==> config.mk <==
export PLATFORM = sky130hd
export DESIGN_NAME = pipeline_hazard_ctrl
export DESIGN_NICKNAME = d
export VERILOG_FILES = /design/src/rtl/mips_pkg.sv /design/src/rtl/pipe_scoreboard.sv /design/src/rtl/pipeline_hazard_ctrl.sv
export SDC_FILE = /design/constraint.sdc
export NUM_CORES = 1
export LEC_CHECK = 0
export ABC_AREA = 1
export CAP_MARGIN = 20
export CORE_ASPECT_RATIO = 0.5
export CORE_MARGIN = 8
export CORE_UTILIZATION = 48
export CTS_CLUSTER_SIZE = 20
export DETAILED_ROUTE_END_ITERATION = 8
export GPL_ROUTABILITY_DRIVEN = 0
export PLACE_DENSITY_LB_ADDON = 0.05
export SYNTH_ARGS = -nofsm -noshare
export SYNTH_HDL_FRONTEND = slang
export SYNTH_SLANG_ARGS = --single-unit
==> constraint.sdc <==
create_clock -name clk -period 2.5 [get_ports clk]
set_input_delay 0.75 -clock clk [delete_from_list [all_inputs] [get_ports clk]]
set_output_delay 0.75 -clock clk [all_outputs]
set_load 0.02 [all_outputs]
==> src/rtl/mips_pkg.sv <==
// Shared types for the pipeline hazard / run-control unit: FSM state
// encoding, the "no forwarding" select value and the scoreboard entry flags.
package mips_pkg;

  typedef enum logic [1:0] {
    ST_RUN   = 2'd0,
    ST_DRAIN = 2'd1,
    ST_HALT  = 2'd2,
    ST_STEP  = 2'd3
  } pipe_state_e;

  // Operand taken from the regfile / ID-EX latch, no bypass.
  localparam int FWD_REGFILE = 0;

  // Per-stage scoreboard flags; the destination register travels beside
  // these in its own NB_REG-wide field because the width is a parameter.
  typedef struct packed {
    logic valid;
    logic regwrite;
    logic memread;
  } sb_flags_t;

endpackage

==> src/rtl/pipe_scoreboard.sv <==
// In-flight instruction tracker: one entry per post-decode stage, entry 0 is
// EX. Shifts on every pipeline advance. kill1_i squashes the instruction that
// is leaving EX (taken-branch flush of the EX/MEM latch).
import mips_pkg::*;

module pipe_scoreboard #(
  parameter int NB_REG   = 5,
  parameter int N_STAGES = 3
) (
  input  logic                               clk,
  input  logic                               rst_n,
  input  logic                               adv_i,
  input  logic                               kill1_i,
  input  sb_flags_t                          flags_i,
  input  logic [NB_REG-1:0]                  dest_i,
  output logic [N_STAGES-1:0]                valid_o,
  output logic [N_STAGES-1:0]                regwrite_o,
  output logic [N_STAGES-1:0]                memread_o,
  output logic [N_STAGES-1:0][NB_REG-1:0]    dest_o
);

  sb_flags_t [N_STAGES-1:0]             flags_q, flags_d;
  logic      [N_STAGES-1:0][NB_REG-1:0] dest_q,  dest_d;

  // Next state: shift by one stage on advance, new instruction into EX.
  always_comb begin
    flags_d = flags_q;
    dest_d  = dest_q;
    if (adv_i) begin
      flags_d[0] = flags_i;
      dest_d[0]  = dest_i;
      for (int k = 1; k < N_STAGES; k++) begin
        flags_d[k] = flags_q[k-1];
        dest_d[k]  = dest_q[k-1];
      end
      if (kill1_i) flags_d[1] = '0;
    end
  end

  // Entry storage, cleared asynchronously.
  always_ff @(posedge clk or negedge rst_n) begin
    if (!rst_n) begin
      flags_q <= '0;
      dest_q  <= '0;
    end else begin
      flags_q <= flags_d;
      dest_q  <= dest_d;
    end
  end

  // Unpack the entries into per-field vectors for the match logic.
  always_comb begin
    valid_o    = '0;
    regwrite_o = '0;
    memread_o  = '0;
    dest_o     = dest_q;
    for (int k = 0; k < N_STAGES; k++) begin
      valid_o[k]    = flags_q[k].valid;
      regwrite_o[k] = flags_q[k].regwrite;
      memread_o[k]  = flags_q[k].memread;
    end
  end

endmodule

==> src/rtl/pipeline_hazard_ctrl.sv <==
// Hazard and run-control unit for the 5-stage pipeline: load-use stall,
// branch/jump flush, registered forwarding selects and a RUN/DRAIN/HALT/STEP
// controller. Build option PIPE_CTRL_DEBUG_EN enables the dbg_step/dbg_run
// exits from HALT; without it HALT is left only through reset.
// N_STAGES must be at least 2.
import mips_pkg::*;

module pipeline_hazard_ctrl #(
  parameter int NB_REG   = 5,
  parameter int N_STAGES = 3,
  parameter int NB_FWD   = $clog2(N_STAGES)
) (
  input  logic              clk,
  input  logic              reset,
  input  logic              in_id_valid,
  input  logic [NB_REG-1:0] in_id_rs,
  input  logic [NB_REG-1:0] in_id_rt,
  input  logic              in_id_uses_rs,
  input  logic              in_id_uses_rt,
  input  logic [NB_REG-1:0] in_id_dest,
  input  logic              in_id_regwrite,
  input  logic              in_id_memread,
  input  logic              in_id_jump,
  input  logic              in_id_halt,
  input  logic              in_branch_taken,
  input  logic              dbg_step,
  input  logic              dbg_run,
  output logic              out_pc_write,
  output logic              out_ifid_write,
  output logic              out_pipe_en,
  output logic              out_idex_bubble,
  output logic              out_flush_ifid,
  output logic              out_flush_idex,
  output logic              out_flush_exmem,
  output logic [NB_FWD-1:0] out_fwd_a,
  output logic [NB_FWD-1:0] out_fwd_b,
  output logic              out_halted,
  output logic [1:0]        out_state
);

  pipe_state_e state_q, state_d;

  logic [N_STAGES-1:0]             sb_valid, sb_regwr, sb_memrd;
  logic [N_STAGES-1:0][NB_REG-1:0] sb_dest;

  logic accept, br_act, halt_dec, stall, jump_fl, push_valid, drained;
  logic hit_rs, hit_rt;
  logic [NB_FWD-1:0] sel_a, sel_b, fwd_a_q, fwd_b_q;
  sb_flags_t push_flags;

`ifndef PIPE_CTRL_DEBUG_EN
  logic dbg_unused;
  assign dbg_unused = dbg_step | dbg_run;
`endif

  // Hazard detection from the EX-side scoreboard and the decode instruction.
  // Only RUN and STEP accept decode; DRAIN and HALT ignore whatever is held there.
  always_comb begin
    accept  = (state_q == ST_RUN) || (state_q == ST_STEP);
    br_act  = in_branch_taken && (state_q != ST_HALT);
    hit_rs  = in_id_uses_rs && sb_valid[0] && sb_memrd[0] &&
              (sb_dest[0] != '0) && (sb_dest[0] == in_id_rs);
    hit_rt  = in_id_uses_rt && sb_valid[0] && sb_memrd[0] &&
              (sb_dest[0] != '0) && (sb_dest[0] == in_id_rt);
    halt_dec   = accept && in_id_valid && in_id_halt && !br_act;
    stall      = accept && in_id_valid && (hit_rs || hit_rt) && !br_act && !halt_dec;
    jump_fl    = accept && in_id_valid && in_id_jump && !br_act && !stall && !halt_dec;
    push_valid = accept && in_id_valid && !br_act && !stall && !halt_dec;
    // Entry N_STAGES-1 retires this cycle, so the pipe is empty after the
    // next advance once the younger entries are all bubbles.
    drained    = ~|sb_valid[N_STAGES-2:0];
    push_flags.valid    = push_valid;
    push_flags.regwrite = push_valid && in_id_regwrite;
    push_flags.memread  = push_valid && in_id_memread;
  end

  // Forwarding priority: nearest producer (lowest entry index) wins.
  always_comb begin
    sel_a = NB_FWD'(FWD_REGFILE);
    sel_b = NB_FWD'(FWD_REGFILE);
    for (int i = N_STAGES-2; i >= 0; i--) begin
      if (in_id_uses_rs && (in_id_rs != '0) && sb_valid[i] && sb_regwr[i] &&
          (sb_dest[i] == in_id_rs))
        sel_a = NB_FWD'(i+1);
      if (in_id_uses_rt && (in_id_rt != '0) && sb_valid[i] && sb_regwr[i] &&
          (sb_dest[i] == in_id_rt))
        sel_b = NB_FWD'(i+1);
    end
  end

  // Run-control FSM next state and all enable/flush outputs. Reset low
  // forces the reset values without waiting for a clock edge.
  always_comb begin
    state_d         = state_q;
    out_pc_write    = 1'b1;
    out_ifid_write  = 1'b1;
    out_pipe_en     = 1'b1;
    out_idex_bubble = 1'b0;
    out_flush_ifid  = 1'b0;
    out_flush_idex  = 1'b0;
    out_flush_exmem = 1'b0;
    out_halted      = 1'b0;
    if (reset) begin
      case (state_q)
        ST_RUN, ST_STEP: begin
          if (br_act) begin
            out_flush_ifid  = 1'b1;
            out_flush_idex  = 1'b1;
            out_flush_exmem = 1'b1;
          end else if (halt_dec) begin
            out_pc_write    = 1'b0;
            out_ifid_write  = 1'b0;
            out_idex_bubble = 1'b1;
          end else if (stall) begin
            out_pc_write    = 1'b0;
            out_ifid_write  = 1'b0;
            out_idex_bubble = 1'b1;
          end else if (jump_fl) begin
            out_flush_ifid  = 1'b1;
          end
          if (halt_dec)                state_d = ST_DRAIN;
          else if (state_q == ST_STEP) state_d = ST_HALT;
        end
        ST_DRAIN: begin
          // An older taken branch means the HALT was on the wrong path:
          // redirect and resume instead of halting.
          if (br_act) begin
            out_flush_ifid  = 1'b1;
            out_flush_idex  = 1'b1;
            out_flush_exmem = 1'b1;
            state_d         = ST_RUN;
          end else begin
            out_pc_write    = 1'b0;
            out_ifid_write  = 1'b0;
            out_idex_bubble = 1'b1;
            if (drained) state_d = ST_HALT;
          end
        end
        ST_HALT: begin
          out_pc_write   = 1'b0;
          out_ifid_write = 1'b0;
          out_pipe_en    = 1'b0;
          out_halted     = 1'b1;
`ifdef PIPE_CTRL_DEBUG_EN
          if (dbg_run)       state_d = ST_RUN;
          else if (dbg_step) state_d = ST_STEP;
`endif
        end
        default: state_d = ST_RUN;
      endcase
    end
  end

  // State register.
  always_ff @(posedge clk or negedge reset) begin
    if (!reset) state_q <= ST_RUN;
    else        state_q <= state_d;
  end

  // Forwarding selects follow the instruction into EX; held while frozen.
  always_ff @(posedge clk or negedge reset) begin
    if (!reset) begin
      fwd_a_q <= NB_FWD'(FWD_REGFILE);
      fwd_b_q <= NB_FWD'(FWD_REGFILE);
    end else if (out_pipe_en) begin
      fwd_a_q <= push_valid ? sel_a : NB_FWD'(FWD_REGFILE);
      fwd_b_q <= push_valid ? sel_b : NB_FWD'(FWD_REGFILE);
    end
  end

  assign out_fwd_a = fwd_a_q;
  assign out_fwd_b = fwd_b_q;
  assign out_state = state_q;

  pipe_scoreboard #(
    .NB_REG   (NB_REG),
    .N_STAGES (N_STAGES)
  ) u_sb (
    .clk        (clk),
    .rst_n      (reset),
    .adv_i      (out_pipe_en),
    .kill1_i    (br_act),
    .flags_i    (push_flags),
    .dest_i     (in_id_dest),
    .valid_o    (sb_valid),
    .regwrite_o (sb_regwr),
    .memread_o  (sb_memrd),
    .dest_o     (sb_dest)
  );

endmodule

==> summary.txt <==
Timing
  • Relative slew slack: between 70% and 80%
  • Worst Slack Setup Final: -0.0774 ns
  • Post-layout min period: 2.58 ns
  • Hold Fails Final Rpt: 0
  • Max Clk Rate: 388 MHz
  • Slew @ Worst Pin: 0.413 ns
  • # setup viols final: 4
  • Slew Limit Fails: 0
  • RSZ-0062 raised after global routing: yes
  • Setup_tns: -0.299 ns
  • Tcrit/Tclk final: 103%
  • Worst Clk Skew: between 0.008 and 0.009 ns

Logic synthesis
  • Post-synthesis register bit count: 21
  • Synth Instances: ~230
  • Main synth FF type: dfrtp_1
  • Sequential cell area fraction in the yosys report: 35.8%
  • Count leader, synth: nand2_1
  • Top-area cell type share of the netlist area: a little over a third
  • Asr flop ratio synth: between 90% and 100%
  • Post-synth net total: between 200 and 300
  • Post-synth EDFFs: 0
  • Synth cell count leaders: nand2_1, inv_1, nor2_1
  • Post-Syn Area: roughly 1500 um^2
  • Avg Inst Size Synth: 6.49 um^2
  • Leading post-synthesis cells by cell area: dfrtp_1, nand2_1, inv_1, nor2_1, nand4_1
  • Synth unique cells: 22
  • Top cell type by total area after synthesis: dfrtp_1
  • Synth warn: 0

Worst setup path
  • Cell mode on critical path: nand2_4
  • Crit path kind: reg2out
  • WP data required: roughly 1.8 ns
  • Sequence of cells on the critical path: ha_4 > nand2_4 > inv_2 > nand4_1 > a31oi_2 > nand2_4 > nand2_4 > o21ai_4 > buf_6
  • Type of origin of the critical path: flop
  • CP peak stage delay: 0.42 ns
  • Slowest stage cell on the critical path: dfrtp_1
  • Crit end category: output port
  • Crit path max fanout: 3
  • Arrival time at the worst endpoint: between 1.5 and 2 ns

CTS
  • Clk_lat worst skew: ~0.28 ns
  • Clk sinks: 21
  • H-tree levels: 1
  • Hold buffers post-CTS: 0
  • Root buffer cell: clkbuf_8
  • Cts bufs inserted: 3
  • CTS tree: yes
  • Clock Path Buffers: 2
  • CTS clock-pin slew for the worst setup and hold paths: roughly 0.08 ns

Routing
  • Final wirelength: approximately 5 mm
  • Vias: about 1800
  • Vias per cell: ~4.9
  • Avg WL per Cell: 13.6 um
  • ANT nets after route: 0
  • DRT Pass-1 Iters: 4
  • DRC errors left: 0
  • Iter 0 DRT Violations: 99

Placement
  • Dpl ws: -0.875 ns
  • Half-perimeter wire length after placement: about 3.4 mm
  • Placed instance count: 337
  • PortBufs: 38

Run status
  • Failing checks: negative setup slack
  • Run status: finished, violations left

Layout
  • Net total in the final layout: 347
  • Non-filler cells in the finished layout: roughly 360
  • Fillers: 210
  • Final Core Density: 80.3%
  • Antenna cell count: 0
  • Share of cells above drive strength 1: about a third
  • Area added between synthesis and finish: 62.2%

Global route
  • GRT Overall Usage: between 20% and 30%
  • Vias in the first global route: roughly 1800
  • First-pass GRT wire length: slightly above 8 mm
  • Initial antenna violation count: 0
  • Largest net degree at the start of global routing: 17
  • GRT overflow: 0

Pwr
  • Maximum vdd ir drop: ~0.19 mV
  • Combinational power share: a little over a quarter
  • Part of the power in registers: between 40% and 50%
  • Switching power: ~260 uW
  • Int Pwr: slightly below 600 uW
  • Clk pwr share: between 20 and 30%
  • Switch share: a little under a third
  • Leak pwr: between 1 and 1.5 nW
  • Power Density: 354 nW/um^2

Floorplan
  • Initial Util: approximately half
  • Die width: 94.2 um
  • Row count: 14
  • Die ar.: between 5000 and 6000 um^2
  • I/O Pins: 41
  • Chip Height: 55.1 um
  • Core region area: just under 3000 um^2

Run
  • Maxcap violations: 0

Hold path
  • Tightest Hold Check Type: reg2reg
cells by family (layout without fill, tap and decap cells):
kind of cell             count (synthesis)  after routing  synth area share (%)
AND/OR/NAND/NOR                        137            137                  40.4
AO/OA/AOI/OAI                           22             22                  8.28
XOR/XNOR                                 4              4                  2.39
adder cells (fa/ha/maj)                  3              3                  2.56
buffers and inverters                   39            129                  10.5
flip-flops                              21             21                  35.8
stage by stage:
step           power [mW]  area [um^2]  hold slack [ns]
2_1_floorplan       0.466         1470            0.449
3_5_place_dp        0.576         2160            0.470
5_1_grt             0.884         2380            0.517
3_3_place_gp        0.573         2160            0.463
6_report            0.841         2380            0.490
4_1_cts             0.834         2380            0.497
flip-flops by register name, summed over array words and instances, names as in the netlist:
| name | flops |
|---|---|
| u_sb.regwrite_o | 2 |
| u_sb.dest_o | 10 |
| u_sb.valid_o | 2 |
| out_fwd_b | 2 |
| out_fwd_a | 2 |
| out_state | 2 |
| u_sb.memread_o | 1 |
layout by cell type, fill, tap and decap left out, types with 5 or more instances in the layout:
cell type,n
buf_4,52
buf_6,5
clkdlybuf4s15_2,7
clkdlybuf4s50_1,16
dfrtp_1,20
dlygate4sd2_1,5
inv_1,22
inv_2,13
nand2_1,81
nand2_4,5
nand3_1,10
nand4_1,10
nor2_1,18
nor2_2,7
o21ai_0,12
worst paths after layout:
kind / start / to / slack [ns] / cells past startpoint
max in group asynchronous: reset / out_state[0] / 1.34 / 4
worst min register to register: out_fwd_b[0] / out_fwd_b[0] / 0.49 / 2
worst min-delay path: out_fwd_b[0] / out_fwd_b[0] / 0.49 / 2
min in group asynchronous: reset / u_sb.dest_o[3] / 0.74 / 3
worst max register to register: out_state[1] / out_state[0] / 0.69 / 11
worst max-delay path: out_state[1] / out_ifid_write / -0.08 / 9
metal layers:
metal,global-route usage [%],share of wire (%),vias to the layer above
met1,24.3,44,811
li1,-,-,881
met5,0,0,-
met3,4.44,7.1,11
met2,36.6,46,55
met4,8.05,2.1,0
power groups by stage:
stage | clock network (mW) | logic [mW] | registers, mW
final | 0.246 | 0.221 | 0.374
after global routing | 0.262 | 0.245 | 0.377
after CTS | 0.246 | 0.215 | 0.374
after detailed placement | 0 | 0.196 | 0.380
after global placement | 0 | 0.193 | 0.380
after floorplan | 0 | 0.0901 | 0.376
what timing repair did:
| action | CTS | global route |
|---|---|---|
| pin swaps | 15 | 9 |
| gates resized for setup | 89 | 4 |
| buffers inserted | 16 | 0 |
| endpoints found under the setup margin | 8 | 5 |
| hold endpoints to repair | 0 | 0 |
| cloned | 0 | 0 |
area by class of cell:
type                            instances  area [um^2]  area share, %
Timing Repair Buffer                   90          764           32.1
Multi-Input combinational cell        166          857           36.0
Clock inverter                          1         7.51          0.316
Inverter                               35          131           5.52
Tap cell                               40         50.0           2.10
Sequential cell                        21          527           22.1
Clock buffer                            3         41.3           1.74
worst max-delay path: cells and delay by family (launching register included):
| kind | cells | cell delay [ns] |
|---|---|---|
| adders and majority gates | 1 | 0.30 |
| DFF | 1 | 0.42 |
| and+or+nand+nor | 4 | 0.36 |
| AOI/OAI and AO/OA | 2 | 0.30 |
| buffers and inverters | 2 | 0.18 |
Power figures use the tool's default switching activity.
